[src/rtl/wb_arb_pkg.sv]
// Shared constants for the register-file write-back arbiter.
package wb_arb_pkg;

  localparam int unsigned NUM_REQ = 4;
  localparam int unsigned ADDR_W  = 5;
  localparam int unsigned DATA_W  = 32;

  localparam logic [4:0] ZERO_REG = 5'd0;

  typedef logic [1:0] req_idx_t;

  localparam req_idx_t REQ_ALU0 = 2'd0;
  localparam req_idx_t REQ_ALU1 = 2'd1;
  localparam req_idx_t REQ_LSU  = 2'd2;
  localparam req_idx_t REQ_MDU  = 2'd3;

endpackage

[src/rtl/rr_dual_pick.sv]
// Combinational round-robin picker: first valid requester from rr_ptr is A,
// the next valid one is B unless it targets the same nonzero register as A.
module rr_dual_pick
  import wb_arb_pkg::*;
#(
  parameter int unsigned NUM_REQ = wb_arb_pkg::NUM_REQ,
  parameter int unsigned ADDR_W  = wb_arb_pkg::ADDR_W
) (
  input  logic [NUM_REQ-1:0]        valid,
  input  logic [NUM_REQ*ADDR_W-1:0] addr,
  input  logic [1:0]                rr_ptr,
  output logic [1:0]                a_idx,
  output logic                      a_valid,
  output logic [1:0]                b_idx,
  output logic                      b_valid
);

  localparam logic [ADDR_W-1:0] ZERO_ADDR = ADDR_W'(ZERO_REG);

  logic [ADDR_W-1:0] addr_arr [NUM_REQ];
  logic [1:0]        scan_idx;
  logic              scan_done;

  for (genvar g = 0; g < NUM_REQ; g++) begin : g_unpack
    assign addr_arr[g] = addr[g*ADDR_W +: ADDR_W];
  end

  // Scanning stops at the candidate after A, whether or not it becomes B:
  // a same-register conflict blocks everyone behind it this cycle.
  always_comb begin
    a_valid   = 1'b0;
    a_idx     = rr_ptr;
    b_valid   = 1'b0;
    b_idx     = rr_ptr;
    scan_done = 1'b0;
    scan_idx  = rr_ptr;
    for (int unsigned k = 0; k < NUM_REQ; k++) begin
      scan_idx = rr_ptr + 2'(k);
      if (valid[scan_idx] && !scan_done) begin
        if (!a_valid) begin
          a_valid = 1'b1;
          a_idx   = scan_idx;
        end else begin
          if ((addr_arr[scan_idx] != addr_arr[a_idx]) ||
              (addr_arr[scan_idx] == ZERO_ADDR) ||
              (addr_arr[a_idx] == ZERO_ADDR)) begin
            b_valid = 1'b1;
            b_idx   = scan_idx;
          end
          scan_done = 1'b1;
        end
      end
    end
  end

endmodule

[src/rtl/wb_port_arbiter.sv]
// Write-back arbiter: four GPR requesters onto two registered write ports,
// plus a registered HI/LO write path.
module wb_port_arbiter
  import wb_arb_pkg::*;
#(
  parameter int unsigned NUM_REQ = wb_arb_pkg::NUM_REQ,
  parameter int unsigned ADDR_W  = wb_arb_pkg::ADDR_W,
  parameter int unsigned DATA_W  = wb_arb_pkg::DATA_W
) (
  input  logic                      clk,
  input  logic                      rst_,
  input  logic                      wb_stall,
  input  logic [NUM_REQ-1:0]        req_valid,
  input  logic [NUM_REQ*ADDR_W-1:0] req_addr,
  input  logic [NUM_REQ*DATA_W-1:0] req_data,
  output logic [NUM_REQ-1:0]        req_ready,
  input  logic                      hilo_valid,
  input  logic                      hilo_hi_en,
  input  logic                      hilo_lo_en,
  input  logic [DATA_W-1:0]         hilo_hi_data,
  input  logic [DATA_W-1:0]         hilo_lo_data,
  output logic                      hilo_ready,
  output logic [ADDR_W-1:0]         write_addr0,
  output logic [ADDR_W-1:0]         write_addr1,
  output logic                      write_addr0_valid,
  output logic                      write_addr1_valid,
  output logic [DATA_W-1:0]         write_data0,
  output logic [DATA_W-1:0]         write_data1,
  output logic [DATA_W-1:0]         write_hilo_hi_data,
  output logic [DATA_W-1:0]         write_hilo_lo_data,
  output logic                      write_hilo_hi_data_valid,
  output logic                      write_hilo_lo_data_valid
);

  localparam logic [ADDR_W-1:0] ZERO_ADDR = ADDR_W'(ZERO_REG);

  logic [ADDR_W-1:0] addr_arr [NUM_REQ];
  logic [DATA_W-1:0] data_arr [NUM_REQ];
  req_idx_t          rr_ptr;
  req_idx_t          a_idx;
  req_idx_t          b_idx;
  logic              a_valid;
  logic              b_valid;
  logic              grant_a;
  logic              grant_b;

  for (genvar g = 0; g < NUM_REQ; g++) begin : g_unpack
    assign addr_arr[g] = req_addr[g*ADDR_W +: ADDR_W];
    assign data_arr[g] = req_data[g*DATA_W +: DATA_W];
  end

  rr_dual_pick #(
    .NUM_REQ (NUM_REQ),
    .ADDR_W  (ADDR_W)
  ) u_pick (
    .valid   (req_valid),
    .addr    (req_addr),
    .rr_ptr  (rr_ptr),
    .a_idx   (a_idx),
    .a_valid (a_valid),
    .b_idx   (b_idx),
    .b_valid (b_valid)
  );

  assign grant_a    = a_valid && !wb_stall && !rst_;
  assign grant_b    = b_valid && !wb_stall && !rst_;
  assign hilo_ready = hilo_valid && !wb_stall && !rst_;

  always_comb begin
    req_ready = '0;
    for (int unsigned i = 0; i < NUM_REQ; i++) begin
      req_ready[i] = (grant_a && (a_idx == 2'(i))) || (grant_b && (b_idx == 2'(i)));
    end
  end

  // Address/data only load on a grant so they hold between writes; $0 grants
  // still consume the request but never raise the write enable.
  always_ff @(posedge clk or posedge rst_) begin
    if (rst_) begin
      rr_ptr                   <= '0;
      write_addr0              <= '0;
      write_addr1              <= '0;
      write_addr0_valid        <= 1'b0;
      write_addr1_valid        <= 1'b0;
      write_data0              <= '0;
      write_data1              <= '0;
      write_hilo_hi_data       <= '0;
      write_hilo_lo_data       <= '0;
      write_hilo_hi_data_valid <= 1'b0;
      write_hilo_lo_data_valid <= 1'b0;
    end else begin
      write_addr0_valid <= grant_a && (addr_arr[a_idx] != ZERO_ADDR);
      write_addr1_valid <= grant_b && (addr_arr[b_idx] != ZERO_ADDR);
      if (grant_a) begin
        write_addr0 <= addr_arr[a_idx];
        write_data0 <= data_arr[a_idx];
      end
      if (grant_b) begin
        write_addr1 <= addr_arr[b_idx];
        write_data1 <= data_arr[b_idx];
      end
      if (grant_b) begin
        rr_ptr <= b_idx + 2'd1;
      end else if (grant_a) begin
        rr_ptr <= a_idx + 2'd1;
      end
      write_hilo_hi_data_valid <= hilo_ready && hilo_hi_en;
      write_hilo_lo_data_valid <= hilo_ready && hilo_lo_en;
      if (hilo_ready) begin
        write_hilo_hi_data <= hilo_hi_data;
        write_hilo_lo_data <= hilo_lo_data;
      end
    end
  end

endmodule

[config.mk]
export PLATFORM = sky130hd
export DESIGN_NAME = wb_port_arbiter
export DESIGN_NICKNAME = d
export VERILOG_FILES = /design/src/rtl/wb_arb_pkg.sv /design/src/rtl/rr_dual_pick.sv /design/src/rtl/wb_port_arbiter.sv
export SDC_FILE = /design/constraint.sdc
export NUM_CORES = 1
export LEC_CHECK = 0
export CAP_MARGIN = 10
export CORE_MARGIN = 4
export CORE_UTILIZATION = 40
export CTS_BUF_LIST = sky130_fd_sc_hd__clkbuf_8
export CTS_CLUSTER_DIAMETER = 60
export DETAILED_ROUTE_END_ITERATION = 8
export GPL_ROUTABILITY_DRIVEN = 0
export PLACE_DENSITY = 0.79
export SYNTH_ARGS = -nofsm -noshare
export SYNTH_HDL_FRONTEND = slang
export SYNTH_HIERARCHICAL = 1
export SYNTH_SLANG_ARGS = --single-unit
[constraint.sdc]
create_clock -name clk -period 4.7 [get_ports clk]
set_input_delay 0.94 -clock clk [delete_from_list [all_inputs] [get_ports clk]]
set_output_delay 0.94 -clock clk [all_outputs]
set_load 0.005 [all_outputs]
== Word-level counts from Yosys, hierarchy flattened ==
Cells that the tools add are included.

* Flip-flop bits (word level): 144
* Input bits: 222
* Output and inout port bits: 147

* $add $sub $neg: 5
* $lt $le $gt $ge: 12
* Eq/ne operators: 9
* Mux-type cells: 72
* Bitwise gates (word level): 8
* Reduce and logical (&&, ||, !) cells: 45

{| class="wikitable"
|+ Operator list
! cell !! number
|-
| binary-select mux 32 bit (select 2 bit) || 2
|-
| two-way mux 32 bit || 4
|-
| binary-select mux 5 bit (select 2 bit) || 8
|-
| two-way mux 5 bit || 16
|-
| two-way mux 2 bit || 17
|-
| logical NOT 5 bit || 6
|-
| >= comparator 3 bit (second input constant) || 8
|-
| NOT 2 -> 3 bit || 8
|-
| two-way mux 1 bit || 21
|-
| logical AND 1 bit || 20
|-
| inequality test 5 bit || 3
|-
| less-than comparator 2 x 3 -> 1 bit (second input constant) || 4
|-
| logical OR 1 bit || 10
|-
| nonzero test 5 bit || 2
|-
| binary-select mux 1 bit (select 2 bit) || 4
|-
| == test 2 bit (second input constant) || 4
|-
| adder 2 x 1 -> 2 bit (second input constant) || 3
|-
| adder 2 bit (second input constant) || 2
|-
| == test 2 x 1 -> 1 bit (second input constant) || 2
|-
| logical NOT 1 bit || 4
|-
| logical NOT 2 bit || 2
|-
| nonzero test 2 bit || 1
|}

== Logic depth before layout (Yosys ltp) ==
* Depth in word-level cells: 24
* Gate-level depth with buffers: 18

== By module ==
Netlist, hierarchy kept.

{| class="wikitable"
|+ Modules (own cells, without submodules)
! module !! times used !! cells an instance !! area an instance (µm²) !! seq. area each (µm²)
|-
| wb_port_arbiter || 1 || 420 || 7184.4 || 3603.5
|-
| rr_dual_pick || 1 || 244 || 1701.6 || 0.0
|}

== Worst setup path before layout ==
No wires, ideal clock.

* Kind: input to output
* From: in req_valid[0]
* To: out req_ready[3]
* Arrival time: 3.697 ns
* Setup slack: 0.063 ns
* Stages on the path: 14
* Path through: buf_2 nor2b_2 o22ai_1 a221oi_2 mux4_2 xor2_1 nor4_1 a41o_1 nand2_1 xnor2_1 clkbuf_1 buf_2 nand3_1 o21ai_1

* Elaborated cells on any way between the ends: 67
* Classes of those cells: eq/ne (4); mux (44); bitwise (2); reduce/logical (17)

{| class="wikitable"
|+ RTL lines
! item !! RTL line !! RTL
|-
| start, declared || wb_port_arbiter.sv:13 || <nowiki>input logic [NUM_REQ-1:0] req_valid,</nowiki>
|-
| binary-select mux 1 bit (select 2 bit) || rr_dual_pick.sv:39 || <nowiki>if (valid[scan_idx] && !scan_done) begin</nowiki>
|-
| two-way mux 1 bit (not written as such) || rr_dual_pick.sv:39 ||
|-
| two-way mux 1 bit || rr_dual_pick.sv:39 ||
|-
| two-way mux 2 bit / two-way mux 1 bit (equally long branches) || rr_dual_pick.sv:40 || <nowiki>if (!a_valid) begin</nowiki>
|-
| two-way mux 2 bit / two-way mux 1 bit (equally long branches) || rr_dual_pick.sv:39 ||
|-
| NOT 2 -> 3 bit (not written as such) / logical NOT 1 bit (equally long branches) || rr_dual_pick.sv:44, rr_dual_pick.sv:46, rr_dual_pick.sv:39 ||
|-
| binary-select mux 5 bit (select 2 bit) / logical AND 1 bit (equally long branches) || rr_dual_pick.sv:44, rr_dual_pick.sv:46, rr_dual_pick.sv:39 ||
|-
| two-way mux 5 bit (not written as such) / two-way mux 2 bit (equally long branches) || rr_dual_pick.sv:44, rr_dual_pick.sv:46, rr_dual_pick.sv:39 ||
|-
| (+6 left out) || - ||
|-
| two-way mux 2 bit / logical OR 1 bit (equally long branches) || rr_dual_pick.sv:39, rr_dual_pick.sv:45 ||
|-
| two-way mux 2 bit || rr_dual_pick.sv:44 || <nowiki>if ((addr_arr[scan_idx] != addr_arr[a_idx]) ||</nowiki>
|-
| two-way mux 2 bit || rr_dual_pick.sv:40 ||
|-
| two-way mux 2 bit (*) || rr_dual_pick.sv:39 ||
|-
| net b_idx[0] || wb_port_arbiter.sv:41 || <nowiki>req_idx_t b_idx;</nowiki>
|-
| == test 2 bit (*) || wb_port_arbiter.sv:72 || <nowiki>req_ready[i] = (grant_a && (a_idx == 2'(i))) || (grant_b && (b_idx == 2'(i)));</nowiki>
|-
| logical AND 1 bit (*) || wb_port_arbiter.sv:72 ||
|-
| logical OR 1 bit (*) || wb_port_arbiter.sv:72 ||
|-
| end, declared || wb_port_arbiter.sv:16 || <nowiki>output logic [NUM_REQ-1:0] req_ready,</nowiki>
|}

Mark *: on every way through the listed nets, which the timed path passes. The rest lies on a longest branch. The select of a mux whose other input is x is not followed.

== Worst setup path after layout ==
* From: in req_addr[11]
* To: out req_ready[2]

* Elaborated cells on any way between the ends: 56
* Classes of those cells: eq/ne (4); mux (36); reduce/logical (16)

{| class="wikitable"
|+ RTL lines
! item !! RTL line !! RTL
|-
| start, declared || wb_port_arbiter.sv:14 || <nowiki>input logic [NUM_REQ*ADDR_W-1:0] req_addr,</nowiki>
|-
| binary-select mux 5 bit (select 2 bit) (on tied branches) || rr_dual_pick.sv:44, rr_dual_pick.sv:45, rr_dual_pick.sv:46 ||
|-
| two-way mux 5 bit (on tied branches) (2 in a row) || rr_dual_pick.sv:44, rr_dual_pick.sv:45, rr_dual_pick.sv:46 ||
|-
| inequality test 5 bit / logical NOT 5 bit (equally long branches) || rr_dual_pick.sv:44, rr_dual_pick.sv:45 ||
|-
| logical OR 1 bit || rr_dual_pick.sv:44 ||
|-
| logical OR 1 bit || rr_dual_pick.sv:45 || <nowiki>(addr_arr[scan_idx] == ZERO_ADDR) ||</nowiki>
|-
| two-way mux 2 bit || rr_dual_pick.sv:44 ||
|-
| two-way mux 2 bit || rr_dual_pick.sv:40 ||
|-
| two-way mux 2 bit || rr_dual_pick.sv:39 ||
|-
| (+2 left out) || - ||
|-
| two-way mux 2 bit || rr_dual_pick.sv:39 ||
|-
| two-way mux 2 bit || rr_dual_pick.sv:44 ||
|-
| two-way mux 2 bit || rr_dual_pick.sv:40 ||
|-
| two-way mux 2 bit (*) || rr_dual_pick.sv:39 ||
|-
| net b_idx[1] || wb_port_arbiter.sv:41 ||
|-
| == test 2 bit (*) || wb_port_arbiter.sv:72 ||
|-
| logical AND 1 bit (*) || wb_port_arbiter.sv:72 ||
|-
| logical OR 1 bit (*) || wb_port_arbiter.sv:72 ||
|}

Marks and branches as above.

==> out/metrics.csv <==
stage,metric,value,unit
worst_setup_path,critPathMaxStageDelay,0.49,ns
worst_hold_path,hold_class,flip-flop to flip-flop,
yosys,post-synth-top-count-cell,dfrtp_1,
yosys,yosysWarningCount,6,
worst_setup_path,timing.critical_path.depth,14,
floorplanning,floorplan.initialDensity,40.72,%
grt,grt_max_degree,65,
flow_run,maxCapViolations,0,
clock_network,number_of_buffers_created_by_cts,17,
final_layout,nNetsFinal,1331,
route,drt_pass1_iterations,6,
route,via_count,7874,
route,wl_per_cell,23.42,um
worst_setup_path,crit_arrival,3.71,ns
timing,finalMaxSlewViolations,0,
clock_network,postCtsHoldBufs,0,
floorplanning,dieArea,0.02466,mm2
yosys,async_s_r_ff_share_synth,100.0,%
route,via_per_inst,5.612,
timing,max_freq,214.8,MHz
power_and_ir_drop,p_leak,0.005772,uW
timing,hold_ws,0.4892,ns
placement,post-place-cells,1348,
power_and_ir_drop,power_density,561.7,mW/mm2
timing,worst_pin_slew,0.9813,ns
worst_setup_path,path_class,input pin to primary output,
worst_setup_path,cp_common_cell,mux2i_1,
final_layout,synthToLayoutAreaGrowth,60.25,%
worst_setup_path,crit_required,3.76,ns
yosys,post-synth-top-area-fraction,40.55,%
yosys,synth_ff_type,dfrtp_1,
floorplanning,die_h,157.0,um
worst_setup_path,worst_path_max_delay_cell,clkdlybuf4s50_1,
yosys,synth.top_cells.by_area,"dfrtp_1 41%, mux4_2 19%, mux2_2 10%, mux2_1 8.1%, mux2i_1 5.3%",
yosys,synth_sequential_area_ratio,40.55,%
worst_setup_path,cp_num_buf_inv,4,
yosys,synth_nets,886,
grt,wire_length_of_the_first_global_routing_pass,46530,um
clock_network,clockRootBuffer,clkbuf_8,
timing,report.final.hold_viol_count,0,
placement,place.port_buffers,368,
floorplanning,top_level_ports,369,
worst_setup_path,r2r_cells,15,
worst_hold_path,min_path_cells,1,
timing,finalCriticalPeriod,4.654,ns
route,drt_drc_violations_left,0,
clock_network,cts.clk_slew.worst_paths,0.09,ns
timing,slew_headroom,34.44,%
worst_setup_path,critical_path_peak_fanout,7,
timing,finalSetupViolations,0,
final_layout,final_layout_size_suffix_gt1_share,31.73,%
clock_network,ctsHtreeMaxLevel,4,
timing,finClkSkew,0.01216,ns
grt,grt_overflow,0,
yosys,postSynthCellCount,664,
yosys,yosys-top-cells-count,"144 x dfrtp_1, 79 x mux2_2, 75 x mux4_2, 64 x mux2_1, 47 x mux2i_1",
yosys,synth_enable_flop_cells,0,
worst_setup_path,endpoint_kind,primary output,
clock_network,cts_sinks,144,
route,antenna_left,0,
final_layout,layout.cells.non_filler,1403,
worst_setup_path,setup.worst_path.start_class,input pin,
floorplanning,die_w,157.0,um
yosys,ys_seq_elements,144,
clock_network,source_to_sink_clock_delay_at_the_later_pin_of_the_worst_skew_pair,0.46,ns
grt,first_global_vias,7936,
route,drt-total-wl,32850,um
outcome,outcome,"finished, final reports clean",
grt,global_route.usage.total,25.06,%
power_and_ir_drop,max-vdd-ir-drop,0.3609,mV
yosys,synth.cell_area,0.008886,mm2
placement,place.detailed.hpwl,24940,um
yosys,postSynthAreaPerCell,13.38,um2
route,drtIter0Drc,454,
worst_setup_path,critical-path-top-delay-family,buffers and inverters,
floorplanning,fp-row-count,54,
yosys,synthDominantAreaCellType,dfrtp_1,
yosys,netlist-cell-type-count,59,
clock_network,tritoncts,built,
timing,timing.final.crit_share,99.03,%
grt,antenna_violations_before_repair,4,
clock_network,clock_tree_buf_depth,2,
floorplanning,core_region_area,0.02182,mm2
worst_setup_path,cp_cell_sequence,clkdlybuf4s50_1 -> buf_4 -> mux2i_1 -> xnor2_1 -> nor4_1 -> mux2i_1 -> o32ai_2 -> or2_2 -> and4_4 -> nor3_4 -> buf_6 -> nand2_2 -> o22ai_2 -> buf_2,
[worst register-to-register path, stage by stage, from the launching register on]
cell and delay [ns]:
dfrtp_4 0.59, inv_2 0.15, o21ai_2 0.10, a221oi_4 0.29
buf_4 0.16, mux4_2 0.30, xor2_1 0.16, nor4_1 0.24
a41o_1 0.31, nand2_2 0.09, xnor2_2 0.20, buf_4 0.17
buf_4 0.52, mux4_2 0.63, nor3_1 0.22, a21oi_1 0.09
[cell usage in the layout, fill, tap and decap left out, types with 9 or more instances in the layout]
cell type / instances
mux2i_1: 46
dfrtp_1: 142
mux2_2: 79
mux4_2: 75
mux2_1: 64
nand2_1: 27
o21ai_0: 14
nand3_1: 14
xnor2_1: 13
a21oi_1: 16
buf_4: 104
clkdlybuf4s50_1: 355
clkbuf_8: 17
o21ai_1: 9
[final timing paths]
kind | start | end | slack [ns]
max in group asynchronous | rst_ | write_hilo_lo_data[17]$_DFFE_PP0P_ | 2.47
worst min-delay path | write_hilo_hi_data[28]$_DFFE_PP0P_ | write_hilo_hi_data[28]$_DFFE_PP0P_ | 0.49
worst max register to register | rr_ptr[0]$_DFFE_PP0P_ | write_addr1_valid$_DFF_PP0_ | 0.39
worst max-delay path | req_addr[11] | req_ready[2] | 0.05
min in group asynchronous | rst_ | write_data1[3]$_DFFE_PP0P_ | 1.43
worst min register to register | write_hilo_hi_data[28]$_DFFE_PP0P_ | write_hilo_hi_data[28]$_DFFE_PP0P_ | 0.49
[power by group]
part           leakage (uW)  internal (uW)  switching [uW]
Combinational       0.00386           2930            2080
Clock              0.000207            455             583
Sequential          0.00170           1690             262
[per-layer routing]
metal  part of all wire, %  vias to the layer above  global-route usage (%)  wire [um]
met5                  0.13                        -                       0         42
li1                      -                     3468                       -          -
met3                   9.7                       84                   7.396       3192
met2                    50                      428                   43.81      16580
met4                   4.1                        6                   10.69       1336
met1                    36                     3888                   28.67      11700
[per-stage QoR]
step / util [%] / TNS [ns] / total power [uW] / cell area (um2) / setup WS (ns)
after CTS: 64.11 / 0 / 7895 / 13990 / 0.001971
after global placement: 61.56 / -19.72 / 6628 / 13440 / -0.7019
final: 65.25 / 0 / 7999 / 14240 / 0.04553
after floorplan: - / 0 / 4624 / 8890 / 0.06269
after global routing: 65.25 / -0.1300 / 8461 / 14240 / -0.05027
after detailed placement: 61.56 / -22.51 / 6722 / 13440 / -0.7457
[kinds of logic (layout without fill, tap and decap cells)]
kind of cell / after synthesis / after routing / share of synthesized area, %
flip-flops: 144 / 144 / 40.55
AND/OR/NAND/NOR: 98 / 98 / 6.167
other: 0 / 1 / 0
AO/OA/AOI/OAI: 77 / 77 / 5.731
buffers and inverters: 63 / 521 / 3.450
XOR/XNOR: 17 / 17 / 1.676
multiplexers: 265 / 265 / 42.42
[final cells by class]
| cell class | instances | area, um2 |
|---|---|---|
| fill | 1700 | 7584 |
| multi-input combinational | 457 | 5177 |
| timing repair buffer | 483 | 4646 |
| sequential | 144 | 3608 |
| tap | 280 | 350.3 |
| clock buffer | 17 | 234.0 |
| clock inverter | 15 | 195.2 |
| inverter | 6 | 26.28 |
| antenna | 1 | 2.502 |
[timing repair]
item                                    CTS  global route
buffers inserted                         14             7
gates resized for setup                  47            48
pin swaps                                11            18
gates cloned                              0             2
endpoints found under the setup margin   34            25
[state kept, by name, indices dropped and copies added, names as in the netlist]
| name | cells |
|---|---|
| write_hilo_lo_data | 32 |
| write_hilo_hi_data_valid | 1 |
| write_data1 | 32 |
| write_hilo_lo_data_valid | 1 |
| write_hilo_hi_data | 32 |
| write_addr1_valid | 1 |
| rr_ptr | 2 |
| write_addr1 | 5 |
| write_data0 | 32 |
| write_addr0 | 5 |
| write_addr0_valid | 1 |
Power figures use the tool's default switching activity.
